<file path="config.mk">
export PLATFORM = sky130hd
export DESIGN_NAME = awb_stat_accum
export DESIGN_NICKNAME = d
export VERILOG_FILES = /design/src/rtl/awb_stat_accum.sv
export SDC_FILE = /design/constraint.sdc
export NUM_CORES = 1
export LEC_CHECK = 0
export BUFFER_PORTS_ARGS = -buffer_cell sky130_fd_sc_hd__buf_2
export CAP_MARGIN = 20
export CORE_MARGIN = 3
export CORE_UTILIZATION = 55
export DETAILED_ROUTE_END_ITERATION = 10
export HOLD_SLACK_MARGIN = 0.1
export MAX_ROUTING_LAYER = met4
export PLACE_DENSITY = 0.84
export REMOVE_ABC_BUFFERS = 1
export SLEW_MARGIN = 20
export SYNTH_ARGS = -nofsm -noshare
export SYNTH_HDL_FRONTEND = slang
export SYNTH_SLANG_ARGS = --single-unit
</file>
<file path="constraint.sdc">
create_clock -name clk -period 8.9 [get_ports clk]
set_clock_uncertainty 0.2 [all_clocks]
set_input_delay 1.335 -clock clk [delete_from_list [all_inputs] [get_ports clk]]
set_output_delay 1.335 -clock clk [all_outputs]
set_load 0.02 [all_outputs]
</file>
<file path="src/rtl/awb_stat_accum.sv">
// awb_stat_accum: per-frame R/G/B sum accumulator publishing gray-world white-balance statistics.
// Optional clip exclusion via AWB_CLIP_EXCL_EN (HI_THR/LO_THR).
module awb_stat_accum #(
  parameter int DATA_W = 8,
  parameter int HI_THR = 250,
  parameter int LO_THR = 5
) (
  input  logic              clk,
  input  logic              rst_n,
  input  logic              frame_start,
  input  logic              frame_end,
  input  logic              pix_valid,
  input  logic [DATA_W-1:0] pix_r,
  input  logic [DATA_W-1:0] pix_g,
  input  logic [DATA_W-1:0] pix_b,
  output logic [31:0]       r_sum,
  output logic [31:0]       g_sum,
  output logic [31:0]       b_sum,
  output logic [31:0]       k_sum,
  output logic [23:0]       pix_cnt,
  output logic              stat_valid,
  output logic              stat_hold
);
  typedef enum logic [1:0] {IDLE, ACCUM, PUBLISH} state_t;
  state_t r_state, w_next;
  logic [31:0] r_acc_r, r_acc_g, r_acc_b;
  logic [23:0] r_acc_cnt;
  logic [31:0] w_base_r, w_base_g, w_base_b, w_nxt_r, w_nxt_g, w_nxt_b;
  logic [23:0] w_base_cnt, w_nxt_cnt;
  logic        w_accept, w_load, w_add;

  function automatic logic [31:0] sat_add(input logic [31:0] a, input logic [DATA_W-1:0] b);
    logic [32:0] s;
    s = {1'b0, a} + 33'(b);
    return s[32] ? '1 : s[31:0];
  endfunction

`ifdef AWB_CLIP_EXCL_EN
  localparam logic [DATA_W-1:0] HI = DATA_W'(HI_THR);
  localparam logic [DATA_W-1:0] LO = DATA_W'(LO_THR);
  assign w_accept = pix_valid && pix_r < HI && pix_g < HI && pix_b < HI &&
                    !(pix_r <= LO && pix_g <= LO && pix_b <= LO);
`else
  assign w_accept = pix_valid;
`endif

  // A start in IDLE, or an abort in ACCUM, reloads the accumulators with the coincident pixel.
  assign w_load = frame_start && (r_state == IDLE || (r_state == ACCUM && !frame_end));
  assign w_add  = r_state == ACCUM && !w_load;

  always_comb begin
    w_next     = r_state;
    w_base_r   = w_load ? '0 : r_acc_r;
    w_base_g   = w_load ? '0 : r_acc_g;
    w_base_b   = w_load ? '0 : r_acc_b;
    w_base_cnt = w_load ? '0 : r_acc_cnt;
    w_nxt_r    = (w_accept && (w_load || w_add)) ? sat_add(w_base_r, pix_r) : w_base_r;
    w_nxt_g    = (w_accept && (w_load || w_add)) ? sat_add(w_base_g, pix_g) : w_base_g;
    w_nxt_b    = (w_accept && (w_load || w_add)) ? sat_add(w_base_b, pix_b) : w_base_b;
    w_nxt_cnt  = (w_accept && (w_load || w_add) && !(&w_base_cnt)) ? w_base_cnt + 24'd1 : w_base_cnt;
    w_next     = r_state == IDLE  ? (frame_start ? ACCUM : IDLE) :
                 r_state == ACCUM ? (frame_end ? PUBLISH : ACCUM) : IDLE;
  end

  always_ff @(posedge clk or negedge rst_n) begin
    if (!rst_n) begin
      r_state   <= IDLE;
      r_acc_r   <= '0;
      r_acc_g   <= '0;
      r_acc_b   <= '0;
      r_acc_cnt <= '0;
    end else begin
      r_state   <= w_next;
      r_acc_r   <= w_nxt_r;
      r_acc_g   <= w_nxt_g;
      r_acc_b   <= w_nxt_b;
      r_acc_cnt <= w_nxt_cnt;
    end
  end

  // Zero channel sums are floored to 1 so the gain dividers never divide by zero.
  always_ff @(posedge clk or negedge rst_n) begin
    if (!rst_n) begin
      r_sum      <= '0;
      g_sum      <= '0;
      b_sum      <= '0;
      k_sum      <= '0;
      pix_cnt    <= '0;
      stat_valid <= 1'b0;
      stat_hold  <= 1'b0;
    end else begin
      stat_valid <= r_state == PUBLISH;
      if (r_state == PUBLISH) begin
        r_sum     <= r_acc_r == '0 ? 32'd1 : r_acc_r;
        g_sum     <= r_acc_g == '0 ? 32'd1 : r_acc_g;
        b_sum     <= r_acc_b == '0 ? 32'd1 : r_acc_b;
        k_sum     <= r_acc_g;
        pix_cnt   <= r_acc_cnt;
        stat_hold <= 1'b1;
      end else if (r_state == IDLE && frame_start) begin
        stat_hold <= 1'b0;
      end
    end
  end
endmodule

</file>
==> run summary, run 1 <==
PLACED DESIGN
---------------------------------------------------------------------------------
Quantity of I/O buffers inserted on ports ..........................          182
Post-detailed-placement half-perimeter wirelength ..................     21.00 mm
Area after detailed placement ...................................... 0.01415 sq mm
Final weighted congestion of routability-driven global placement ...       0.9337
Setup slack at placement ...........................................     3.361 ns

DRT
---------------------------------------------------------------------------------
Routed WL per cell .................................................     16.16 um
First-pass iteration count of the detailed router ..................            5
Total via count in the routed design ...............................        10710
Antenna-violating nets left ........................................            0
Detail-routed via count per cell ...................................        5.571
Routed wire length .................................................     31.05 mm
Post-route DRC .....................................................            0
1st-iter DRT viols .................................................          892

SYNTHESIS
---------------------------------------------------------------------------------
Post-Synth XOR/XNOR Area ...........................................      0.06201
Multiplexer share of the synthesized area ..........................     0.003177
Total number of yosys warnings .....................................            0
Area of the mapped netlist ......................................... 0.01299 sq mm
Area share of fa/ha/maj cells after synthesis ......................      0.02869
Unique masters post-synth ..........................................           59
Post-synthesis average cell area ...................................  9.075 sq um
Synth async-reset ratio ............................................        1.000
Register bit total from synthesis ..................................          276
Cell type with the highest aggregate area in the netlist ........... sky130_fd_sc_hd__dfrtp_1
Most common flop cell mapped by yosys .............................. sky130_fd_sc_hd__dfrtp_1
Main combinational cell family by area after synthesis ............. simple AND/OR/NAND/NOR gates
Register area share after synthesis ................................       0.5315
Biggest area contributors in the synthesized netlist ............... sky130_fd_sc_hd__dfrtp_1 (53%), sky130_fd_sc_hd__nand2_1 (16%), sky130_fd_sc_hd__xor2_1 (3.4%), sky130_fd_sc_hd__xnor2_1 (2.8%), sky130_fd_sc_hd__ha_1 (2.4%)
Synth Area in Simple Gates .........................................       0.2731
Area share of the largest cell type after synthesis ................       0.5315
Compound-Gate Fraction of Synth Area ...............................      0.07953
Mapped Cells .......................................................         1432
Number of enable-type register cells in the synthesized netlist ....            0

WORST SETUP PATH
---------------------------------------------------------------------------------
Largest delay contributor family on the critical path .............. simple AND/OR/NAND/NOR gates
Cell with the largest stage delay on the worst path ................ sky130_fd_sc_hd__nand2_1
Buffers plus inverters on the worst setup path .....................            2
Critical path capture point type ...................................         flop
Startpoint-to-endpoint class of the critical path ..................       in2reg
Critical path required time ........................................      9.04 ns
Largest fanout on the critical path ................................           50
Ordered list of cells on the worst path ............................ buf_2 -> nand2_1 -> nand2_2 -> buf_4 -> and2_1 -> ha_1 -> fa_1 -> a211oi_1 -> nor2_1 -> a221o_1 -> and2_1 -> nand2_1 -> o21ai_0
Setup slack of the most critical reg-to-reg path ...................      4.30 ns
Delay of the slowest cell on the worst path ........................      0.48 ns
Crit path arrival time .............................................      5.17 ns
Launching element type of the critical path ........................    input pin

DIE
---------------------------------------------------------------------------------
Starting density of the core .......................................       0.5671
Vertical die dimension .............................................     159.7 um
Number of standard-cell rows in the floorplan ......................           55
Die area ........................................................... 0.02551 sq mm
Overall die width ..................................................     159.7 um
Core region area ................................................... 0.02292 sq mm
I/O pin count ......................................................          183

TIMING
---------------------------------------------------------------------------------
Setup violations, final ............................................            0
Transition time of the tightest slew-check pin .....................     1.019 ns
Fraction of the cycle the final worst path needs ...................       0.5644
Fin. Hold Viols ....................................................            0
Final min period ...................................................     5.023 ns
Final Slew Violations ..............................................            0
Final-layout worst hold slack ......................................    0.2669 ns
Worst relative slew slack ..........................................       0.3208
Setup TNS ..........................................................         0 ns
Final worst-path setup slack .......................................     3.877 ns
Unrepaired setup endpoints after global routing ....................        false
Maximum achievable frequency .......................................    199.1 MHz

POWER AND IR DROP
---------------------------------------------------------------------------------
Leakage power ......................................................  0.008142 uW
Maximum vdd ir drop ................................................    0.1604 mV
Power density normalized to cell area .............................. 235.8 mW/mm^2

GRT
---------------------------------------------------------------------------------
Antenna violations before repair ...................................            0
Largest net degree at the start of global routing ..................          165
Total congestion overflow after global routing .....................            0
Via count of the first global-routing pass .........................        10520
Total global-route track usage .....................................       0.2480
Wire length of the first global-routing pass .......................     52.07 mm

CLOCK TREE
---------------------------------------------------------------------------------
Latest clock arrival within the worst-skew pair ....................      0.54 ns
H-tree level count .................................................            1
Clock slew seen by the registers of the worst setup and hold paths .      0.06 ns
CTS Hold Bufs ......................................................            0
CTS sink cnt .......................................................          276
Resize count post-CTS ..............................................            0
CTS Root Cell ...................................................... sky130_fd_sc_hd__clkbuf_16
Maximum clock insertion buffer count ...............................            3
Post-CTS Setup Repair Bufs .........................................            0
TritonCTS clock tree ...............................................        built
CTS buffer count ...................................................           28

FLOW RUN
---------------------------------------------------------------------------------
Max-capacitance violation count ....................................            0

LAYOUT
---------------------------------------------------------------------------------
Final design instance area without fill ............................ 0.01510 sq mm
Fraction of final layout cells with drive strength greater than 1 ..       0.1535
Number of antenna repair diodes ....................................            0
Leading cell types in the layout, fill and taps excluded ........... sky130_fd_sc_hd__nand2_1 (543), sky130_fd_sc_hd__dfrtp_1 (276), sky130_fd_sc_hd__buf_2 (181)
Area growth from synthesis to layout ...............................       16.19%
Most common cell after layout, fill and taps aside ................. sky130_fd_sc_hd__nand2_1
# nets final .......................................................         1646
Final cell utilization of the core .................................       0.6589

STATUS
---------------------------------------------------------------------------------
Outcome ............................................................ finished clean

HOLD PATH
---------------------------------------------------------------------------------
Kind of path behind the tightest hold check ........................      reg2reg

where the power goes:
group	switching (uW)	internal (uW)
Clock	472	730
Sequential	109	1400
Combinational	541	308
Total	1120	2440
worst register-to-register path, delay by kind of cell, from the launching register on:
family	cells	cell delay, ns
compound gates	3	0.94
fa+ha+maj	2	0.64
buf+inv	1	0.45
flops	1	0.46
simple gates	6	1.73
final timing paths:
| kind | start | end | depth (start not counted) |
|---|---|---|---|
| min | pix_cnt[6] | pix_cnt[6] | 2 |
| max in group asynchronous | rst_n | r_acc_r[11] | 2 |
| min reg2reg | pix_cnt[6] | pix_cnt[6] | 2 |
| max reg2reg | r_state[0] | r_acc_b[22] | 12 |
| min in group asynchronous | rst_n | g_sum[4] | 1 |
| max | frame_end | r_acc_b[22] | 13 |
layer usage:
| layer | vias to the layer above | wire length (um) | share of wire | GRT usage |
|---|---|---|---|---|
| li1 | 5110 | - | - | - |
| met1 | 5181 | 13560 | 0.44 | 0.3330 |
| met2 | 360 | 15010 | 0.48 | 0.4015 |
| met3 | 57 | 1817 | 0.059 | 0.03450 |
| met4 | 0 | 660 | 0.021 | 0.06566 |
| met5 | - | 0 | 0 | - |
kinds of logic after synthesis:
family / count (synthesis)
XOR/XNOR: 92
flip-flops: 276
multiplexers: 4
adder cells (fa/ha/maj): 28
AND/OR/NAND/NOR: 806
AO/OA/AOI/OAI: 152
buffers and inverters: 74
sequential cells by signal, summed over array words and instances (netlist names):
signal      count
r_acc_g        32
stat_hold       1
k_sum          32
r_sum          32
r_state         2
stat_valid      1
b_sum          32
r_acc_r        32
pix_cnt        24
r_acc_cnt      24
r_acc_b        32
g_sum          32
stage by stage:
step,total power [uW],std cells
final,3560,1922
after global routing,3740,1922
after CTS,3581,1922
after detailed placement,2372,1872
after global placement,2338,1872
after floorplan,2092,1370
Yosys cell counts, types with 16 or more instances:
library cell and number:
sky130_fd_sc_hd__nand2_1 544, sky130_fd_sc_hd__ha_1 25, sky130_fd_sc_hd__a2bb2oi_1 19, sky130_fd_sc_hd__and3_1 18
sky130_fd_sc_hd__xor2_1 50, sky130_fd_sc_hd__nand4_1 35, sky130_fd_sc_hd__nor2_1 53, sky130_fd_sc_hd__o21ai_0 48
sky130_fd_sc_hd__and2_1 33, sky130_fd_sc_hd__clkbuf_1 52, sky130_fd_sc_hd__a21oi_1 28, sky130_fd_sc_hd__nand3_1 41
sky130_fd_sc_hd__xnor2_1 42, sky130_fd_sc_hd__nor3_1 16, sky130_fd_sc_hd__nor4_1 29, sky130_fd_sc_hd__dfrtp_1 276
area by class of cell:
type / instances / area, sq um
Multi-Input combinational cell: 1082 / 5816
Tap cell: 313 / 391.6
Clock inverter: 8 / 117.6
Sequential cell: 276 / 6907
Fill cell: 1840 / 7818
Timing Repair Buffer: 189 / 985.9
Inverter: 12 / 46.29
Clock buffer: 42 / 834.6
No activity file was read; power rests on OpenSTA's default activity.
==> run 2: changes to the inputs <==
- CORE_UTILIZATION: 55 -> 52
- PLACE_DENSITY: 0.84 -> 0.83
- clock period: 8.9 -> 4.6 ns (I/O delays scaled with it)
==> run summary, run 2 (same netlist as run 1, synthesis figures left out) <==
DRT
---------------------------------------------------------------------------------
Routed wire length .................................................     32.25 mm
Routed WL per cell .................................................     16.57 um
Detail-routed via count per cell ...................................        5.569
Post-route DRC .....................................................            0
First-pass iteration count of the detailed router ..................            6
Total via count in the routed design ...............................        10840
1st-iter DRT viols .................................................          920
Antenna-violating nets left ........................................            0

CLOCK TREE
---------------------------------------------------------------------------------
Latest clock arrival within the worst-skew pair ....................      0.53 ns
H-tree level count .................................................            1
Clock slew seen by the registers of the worst setup and hold paths .      0.06 ns
TritonCTS clock tree ...............................................        built
CTS Root Cell ...................................................... sky130_fd_sc_hd__clkbuf_16
Resize count post-CTS ..............................................            0
Post-CTS Setup Repair Bufs .........................................            0
Maximum clock insertion buffer count ...............................            3
CTS buffer count ...................................................           29
CTS sink cnt .......................................................          276

LAYOUT
---------------------------------------------------------------------------------
Most common cell after layout, fill and taps aside ................. sky130_fd_sc_hd__nand2_1
Leading cell types in the layout, fill and taps excluded ........... sky130_fd_sc_hd__nand2_1 (543), sky130_fd_sc_hd__dfrtp_1 (276), sky130_fd_sc_hd__buf_2 (181)
# nets final .......................................................         1658
Number of antenna repair diodes ....................................            0
Count of fill cells added during filler insertion ..................         1953
Area taken by flip-flops and latches ............................... 0.006907 sq mm
Area growth from synthesis to layout ...............................       17.11%
Fraction of final layout cells with drive strength greater than 1 ..       0.1603
Area occupied by multi-input gates ................................. 0.005816 sq mm
Final non-filler cell total ........................................         1946

WORST SETUP PATH
---------------------------------------------------------------------------------
Largest delay contributor family on the critical path .............. simple AND/OR/NAND/NOR gates
Cell with the largest stage delay on the worst path ................ sky130_fd_sc_hd__dfrtp_1
Reg-to-Reg Start ...................................................   r_state[1]
Delay of the slowest cell on the worst path ........................      0.43 ns
Cell count along the critical path .................................           11
Critical path required time ........................................      4.77 ns
Launching element type of the critical path ........................         flop
Worst-case reg-to-reg path depth ...................................           11
Buffers plus inverters on the worst setup path .....................            0
Setup slack of the most critical reg-to-reg path ...................      0.82 ns
Ordered list of cells on the worst path ............................ and2b_4 -> nand2_2 -> and2_1 -> ha_1 -> fa_1 -> a21o_1 -> a21oi_1 -> o31a_1 -> nor2_1 -> nand2_1 -> o21ai_0
Crit path arrival time .............................................      3.95 ns
Endpoint of the most critical register-to-register path ............  r_acc_g[19]
Startpoint of the most critical setup path .........................   r_state[1]
Critical path capture point type ...................................         flop
Largest fanout on the critical path ................................           18
Worst setup path end ...............................................  r_acc_g[19]
Startpoint-to-endpoint class of the critical path ..................      reg2reg

DIE
---------------------------------------------------------------------------------
Vertical die dimension .............................................     164.1 um
Overall die width ..................................................     164.1 um
Starting density of the core .......................................       0.5312
I/O pin count ......................................................          183
Die area ........................................................... 0.02692 sq mm
Core region area ................................................... 0.02446 sq mm
Number of standard-cell rows in the floorplan ......................           57

GRT
---------------------------------------------------------------------------------
GR Util met3 .......................................................      0.03052
Met1 Use GR ........................................................       0.3306
Wire length of the first global-routing pass .......................     53.66 mm
Busiest grt layer ..................................................         met2
Via count of the first global-routing pass .........................        10650
Antenna violations before repair ...................................            0
Total global-route track usage .....................................       0.2485
Global routing usage on met2 .......................................       0.4012
Total congestion overflow after global routing .....................            0
Largest net degree at the start of global routing ..................          129

TIMING
---------------------------------------------------------------------------------
Fin. Hold Viols ....................................................            0
Fraction of the cycle the final worst path needs ...................       0.8209
Transition time of the tightest slew-check pin .....................     1.071 ns
Maximum achievable frequency .......................................    264.8 MHz
Unrepaired setup endpoints after global routing ....................        false
Final min period ...................................................     3.776 ns
Worst relative slew slack ..........................................       0.2858
Final Slew Violations ..............................................            0
Setup violations, final ............................................            0

POWER AND IR DROP
---------------------------------------------------------------------------------
Overall power of the completed layout ..............................      6937 uW
Power density normalized to cell area .............................. 455.8 mW/mm^2
Maximum vdd ir drop ................................................    0.3267 mV
Leakage power ......................................................  0.008204 uW

PLACED DESIGN
---------------------------------------------------------------------------------
Post-detailed-placement half-perimeter wirelength ..................     21.96 mm
Placed Cells .......................................................         1893
Final weighted congestion of routability-driven global placement ...       0.9035
Quantity of I/O buffers inserted on ports ..........................          182

FLOW RUN
---------------------------------------------------------------------------------
Max-capacitance violation count ....................................            0

HOLD PATH
---------------------------------------------------------------------------------
Kind of path behind the tightest hold check ........................      reg2reg

STATUS
---------------------------------------------------------------------------------
Outcome ............................................................ finished clean

run 2: cell count changes in the layout (fill, tap and decap cells not counted):
cell	change
sky130_fd_sc_hd__buf_4	+9
sky130_fd_sc_hd__clkinv_2	+2
sky130_fd_sc_hd__buf_12	+1
sky130_fd_sc_hd__clkbuf_1	-1
sky130_fd_sc_hd__clkbuf_8	-1
sky130_fd_sc_hd__clkinv_4	+1
sky130_fd_sc_hd__clkinvlp_4	+1
sky130_fd_sc_hd__dlygate4sd3_1	+1
run 2: final cells by class:
class / instances / share of cell area
timing repair buffer: 200 / 0.07120
clock buffer: 40 / 0.05369
inverter: 12 / 0.003042
multi-input combinational: 1082 / 0.3821
tap: 324 / 0.02664
sequential: 276 / 0.4538
clock inverter: 12 / 0.009455
run 2: per-layer routing:
metal	share of wire	up-vias	routed length, um
met3	0.062	84	2000
met1	0.42	5239	13660
met5	0	-	0
li1	-	5137	-
met4	0.029	0	943
met2	0.49	378	15640
run 2: worst min path at each step:
stage,startpoint,cells past startpoint,slack [ns],to
4_1_cts,frame_end,3,0.26,r_state[0]
5_1_grt,frame_end,3,0.28,r_state[0]
2_1_floorplan,rst_n,0,0.19,b_sum[0]
3_3_place_gp,b_sum[0],2,0.25,b_sum[0]
6_report,stat_hold,2,0.27,stat_hold
3_5_place_dp,b_sum[0],2,0.26,b_sum[0]
run 2: power breakdown:
group	switching, uW	total [uW]	leakage [uW]	internal (uW)
clock network	943	2350	0.000471	1400
registers	211	2920	0.00376	2710
logic	1060	1670	0.00397	608
total	2220	6940	0.00820	4720
run 2: metrics by stage:
stage          hold slack, ns  setup WS, ns  TNS, ns  area, sq um  utilization
2_1_floorplan          0.1944        -2.083  -301.99        12750            -
3_3_place_gp           0.2499        0.6245        0        14250       0.5824
3_5_place_dp           0.2550        0.5262        0        14250       0.5824
4_1_cts                0.2567        0.8455        0        15220       0.6221
5_1_grt                0.2765        0.5592        0        15220       0.6221
6_report               0.2679        0.8239        0        15220       0.6221
run 2: repair_timing:
item	4_1_cts	5_1_grt
setup endpoints to repair	0	0
endpoints found under the hold margin	1	0
hold buffers	1	0
run 2: worst reg2reg max path: stages, from the launching register on:
cell	delay, ns
sky130_fd_sc_hd__dfrtp_1	0.43
sky130_fd_sc_hd__and2b_4	0.32
sky130_fd_sc_hd__nand2_2	0.25
sky130_fd_sc_hd__and2_1	0.29
sky130_fd_sc_hd__ha_1	0.21
sky130_fd_sc_hd__fa_1	0.41
sky130_fd_sc_hd__a21o_1	0.18
sky130_fd_sc_hd__a21oi_1	0.26
sky130_fd_sc_hd__o31a_1	0.27
sky130_fd_sc_hd__nor2_1	0.17
sky130_fd_sc_hd__nand2_1	0.41
sky130_fd_sc_hd__o21ai_0	0.20
==> run 3: changes to the inputs <==
- ABC_AREA: default -> 1
- CORE_UTILIZATION: 52 -> 53
- PLACE_DENSITY: 0.83 -> 0.84
- clock period: 4.6 -> 3.13 ns (I/O delays scaled with it)
==> run summary, run 3 <==
STATUS
---------------------------------------------------------------------------------
Outcome ............................................................ finished clean

DRT
---------------------------------------------------------------------------------
Routed wire length .................................................     40.61 mm
First-pass iteration count of the detailed router ..................            7
Routed WL per cell .................................................     15.69 um
1st-iter DRT viols .................................................         1248
Detail-routed via count per cell ...................................        5.433
Post-route DRC .....................................................            0
Total via count in the routed design ...............................        14060
Antenna-violating nets left ........................................            0

CLOCK TREE
---------------------------------------------------------------------------------
TritonCTS clock tree ...............................................        built
H-tree level count .................................................            1
Maximum clock insertion buffer count ...............................            3
Latest clock arrival within the worst-skew pair ....................      0.54 ns
CTS Root Cell ...................................................... sky130_fd_sc_hd__clkbuf_16
CTS buffer count ...................................................           29
Clock slew seen by the registers of the worst setup and hold paths .      0.06 ns
CTS sink cnt .......................................................          276

PLACED DESIGN
---------------------------------------------------------------------------------
Placed Cells .......................................................         2528
Final weighted congestion of routability-driven global placement ...       0.9284
Post-detailed-placement half-perimeter wirelength ..................     28.35 mm
Setup slack at placement ...........................................  -0.08632 ns
Quantity of I/O buffers inserted on ports ..........................          182

HOLD PATH
---------------------------------------------------------------------------------
Kind of path behind the tightest hold check ........................       in2reg
Hold path depth ....................................................            4

POWER AND IR DROP
---------------------------------------------------------------------------------
Seq pwr share ......................................................        0.388
Power density normalized to cell area .............................. 637.0 mW/mm^2
Maximum vdd ir drop ................................................    0.4500 mV
Internal power .....................................................      7436 uW
Clock network power share ..........................................        0.333
Switching power of the nets ........................................      3821 uW
Gate power share ...................................................        0.279
Switching portion of total power ...................................       0.3394
Leakage power ......................................................  0.009429 uW

SYNTHESIS
---------------------------------------------------------------------------------
Area share of the largest cell type after synthesis ................       0.4622
Biggest area contributors in the synthesized netlist ............... sky130_fd_sc_hd__dfrtp_1 (46%), sky130_fd_sc_hd__nand2_1 (17%), sky130_fd_sc_hd__nand3_1 (6.7%), sky130_fd_sc_hd__nor2_1 (5.2%), sky130_fd_sc_hd__inv_1 (4.9%)
Most common cell in the synthesized netlist ........................ sky130_fd_sc_hd__nand2_1
Area of the mapped netlist ......................................... 0.01494 sq mm
Mapped Cells .......................................................         1992
Post-synthesis average cell area ...................................  7.501 sq um
Cell type with the highest aggregate area in the netlist ........... sky130_fd_sc_hd__dfrtp_1
Total number of yosys warnings .....................................            0
Number of enable-type register cells in the synthesized netlist ....            0
Synth async-reset ratio ............................................        1.000
Most frequent cells after synthesis ................................ sky130_fd_sc_hd__nand2_1 (687), sky130_fd_sc_hd__dfrtp_1 (276), sky130_fd_sc_hd__nor2_1 (206)
Unique masters post-synth ..........................................           43
Most common flop cell mapped by yosys .............................. sky130_fd_sc_hd__dfrtp_1
Register area share after synthesis ................................       0.4622
Register bit total from synthesis ..................................          276

TIMING
---------------------------------------------------------------------------------
Final worst-path setup slack .......................................    0.1406 ns
Fin. Hold Viols ....................................................            0
Transition time of the tightest slew-check pin .....................    0.7703 ns
Fraction of the cycle the final worst path needs ...................       0.9551
Setup TNS ..........................................................         0 ns
Final min period ...................................................     2.989 ns
Maximum achievable frequency .......................................    334.5 MHz
Setup violations, final ............................................            0
Worst relative slew slack ..........................................       0.4865
Final-layout worst hold slack ......................................    0.1621 ns
Final Slew Violations ..............................................            0

WORST SETUP PATH
---------------------------------------------------------------------------------
Largest fanout on the critical path ................................           17
Critical path capture point type ...................................         flop
Launching element type of the critical path ........................    input pin
Critical path required time ........................................      3.41 ns
Setup slack of the most critical reg-to-reg path ...................      0.16 ns
Crit path arrival time .............................................      3.27 ns
Worst-case reg-to-reg path depth ...................................           19
Startpoint-to-endpoint class of the critical path ..................       in2reg

GRT
---------------------------------------------------------------------------------
Total global-route track usage .....................................       0.2732
Largest net degree at the start of global routing ..................           97
Antenna violations before repair ...................................            1
Via count of the first global-routing pass .........................        13810
Total congestion overflow after global routing .....................            0
Wire length of the first global-routing pass .......................     67.77 mm

DIE
---------------------------------------------------------------------------------
Vertical die dimension .............................................     173.9 um
Overall die width ..................................................     173.9 um
Core region area ................................................... 0.02733 sq mm
I/O pin count ......................................................          183
Number of standard-cell rows in the floorplan ......................           60
Starting density of the core .......................................       0.5468
Die area ........................................................... 0.03024 sq mm

LAYOUT
---------------------------------------------------------------------------------
Most common cell after layout, fill and taps aside ................. sky130_fd_sc_hd__nand2_1
Final cell utilization of the core .................................       0.6467
Leading cell types in the layout, fill and taps excluded ........... sky130_fd_sc_hd__nand2_1 (680), sky130_fd_sc_hd__dfrtp_1 (276), sky130_fd_sc_hd__nor2_1 (201), sky130_fd_sc_hd__nand3_1 (201), sky130_fd_sc_hd__inv_1 (194)
Final non-filler cell total ........................................         2588
# nets final .......................................................         2251
Fraction of final layout cells with drive strength greater than 1 ..       0.1716
Area growth from synthesis to layout ...............................       18.26%

FLOW RUN
---------------------------------------------------------------------------------
Max-capacitance violation count ....................................            0

-- run 3: cell types whose count changed after synthesis, sizes merged, moves of 19 or more --
cell / before / now
o21ai: 51 / 81
nand2: 544 / 704
nand3: 42 / 212
xnor2: 42 / 8
a2bb2oi: 19 / 0
nor2: 53 / 231
clkbuf: 52 / 31
buf: 10 / 38
xor2: 50 / 22
inv: 11 / 200
and2: 33 / 2
-- run 3: stage by stage --
step           power [uW]  cell area [sq um]
2_1_floorplan        6307              14530
3_3_place_gp         7338              16450
3_5_place_dp         7443              16450
4_1_cts             11240              17540
5_1_grt             11870              17670
6_report            11260              17670
-- run 3: path summary, 6_finish.rpt --
| check | startpoint | endpoint |
|---|---|---|
| max in group asynchronous | rst_n | g_sum[23] |
| setup reg to reg | r_state[1] | r_acc_b[21] |
| hold / removal | pix_b[0] | r_acc_b[0] |
| setup / recovery | frame_start | r_acc_b[21] |
| hold reg to reg | k_sum[23] | k_sum[23] |
| min in group asynchronous | rst_n | b_sum[5] |
-- run 3: critical path, stage by stage --
cell	delay, ns
sky130_fd_sc_hd__dlygate4sd3_1	0.53
sky130_fd_sc_hd__buf_2	0.15
sky130_fd_sc_hd__nand2_4	0.09
sky130_fd_sc_hd__inv_2	0.05
sky130_fd_sc_hd__buf_12	0.15
sky130_fd_sc_hd__nor2_2	0.11
sky130_fd_sc_hd__ha_2	0.20
sky130_fd_sc_hd__fa_2	0.21
sky130_fd_sc_hd__nand2_1	0.06
sky130_fd_sc_hd__nand2_1	0.06
sky130_fd_sc_hd__nand2_1	0.07
sky130_fd_sc_hd__nor2_2	0.11
sky130_fd_sc_hd__inv_1	0.05
sky130_fd_sc_hd__nand2_1	0.09
sky130_fd_sc_hd__nand2_2	0.08
sky130_fd_sc_hd__nor2_4	0.12
sky130_fd_sc_hd__nand2_1	0.11
sky130_fd_sc_hd__nor2_2	0.14
sky130_fd_sc_hd__nand2_2	0.11
sky130_fd_sc_hd__clkbuf_16	0.19
sky130_fd_sc_hd__nand3_1	0.10
-- run 3: power by group through the flow --
| stage | sequential (uW) | clock [uW] | combinational, uW |
|---|---|---|---|
| after floorplan | 4730 | 0 | 1570 |
| after global placement | 4410 | 0 | 2930 |
| after detailed placement | 4420 | 0 | 3030 |
| after CTS | 4360 | 3810 | 3070 |
| after global routing | 4420 | 3970 | 3480 |
| final | 4370 | 3750 | 3140 |
-- run 3: logic make-up (layout without fill, tap and decap cells) --
| kind of cell | count (synthesis) | after routing | share of synthesized area |
|---|---|---|---|
| simple gates | 1238 | 1238 | 0.3611 |
| flops | 276 | 276 | 0.4622 |
| buf+inv | 269 | 492 | 0.07804 |
| compound gates | 151 | 151 | 0.05610 |
| xor+xnor | 30 | 30 | 0.01758 |
| fa+ha+maj | 28 | 28 | 0.02495 |
| other cells | 0 | 1 | 0 |
-- run 3: final cells by class --
cell class / count / area (sq um)
Clock buffer: 42 / 864.6
Antenna cell: 1 / 2.502
Sequential cell: 276 / 6907
Multi-Input combinational cell: 1447 / 6965
Clock inverter: 10 / 181.4
Fill cell: 2389 / 9656
Tap cell: 372 / 465.4
Timing Repair Buffer: 240 / 1529
Inverter: 200 / 755.7
-- run 3: layer usage --
metal  track usage  share of wire  up-vias
met4       0.09249          0.032        0
met2        0.4388           0.48      509
met3       0.03233          0.063      102
met5             -              0        -
met1        0.3630           0.43     6693
li1              -              -     6757
-- run 3: what timing repair did --
item,in CTS,in global routing
gates resized for setup,0,27
hold endpoints to repair,84,0
setup buffers,0,2
setup endpoints to repair,0,117
hold buffers,4,0
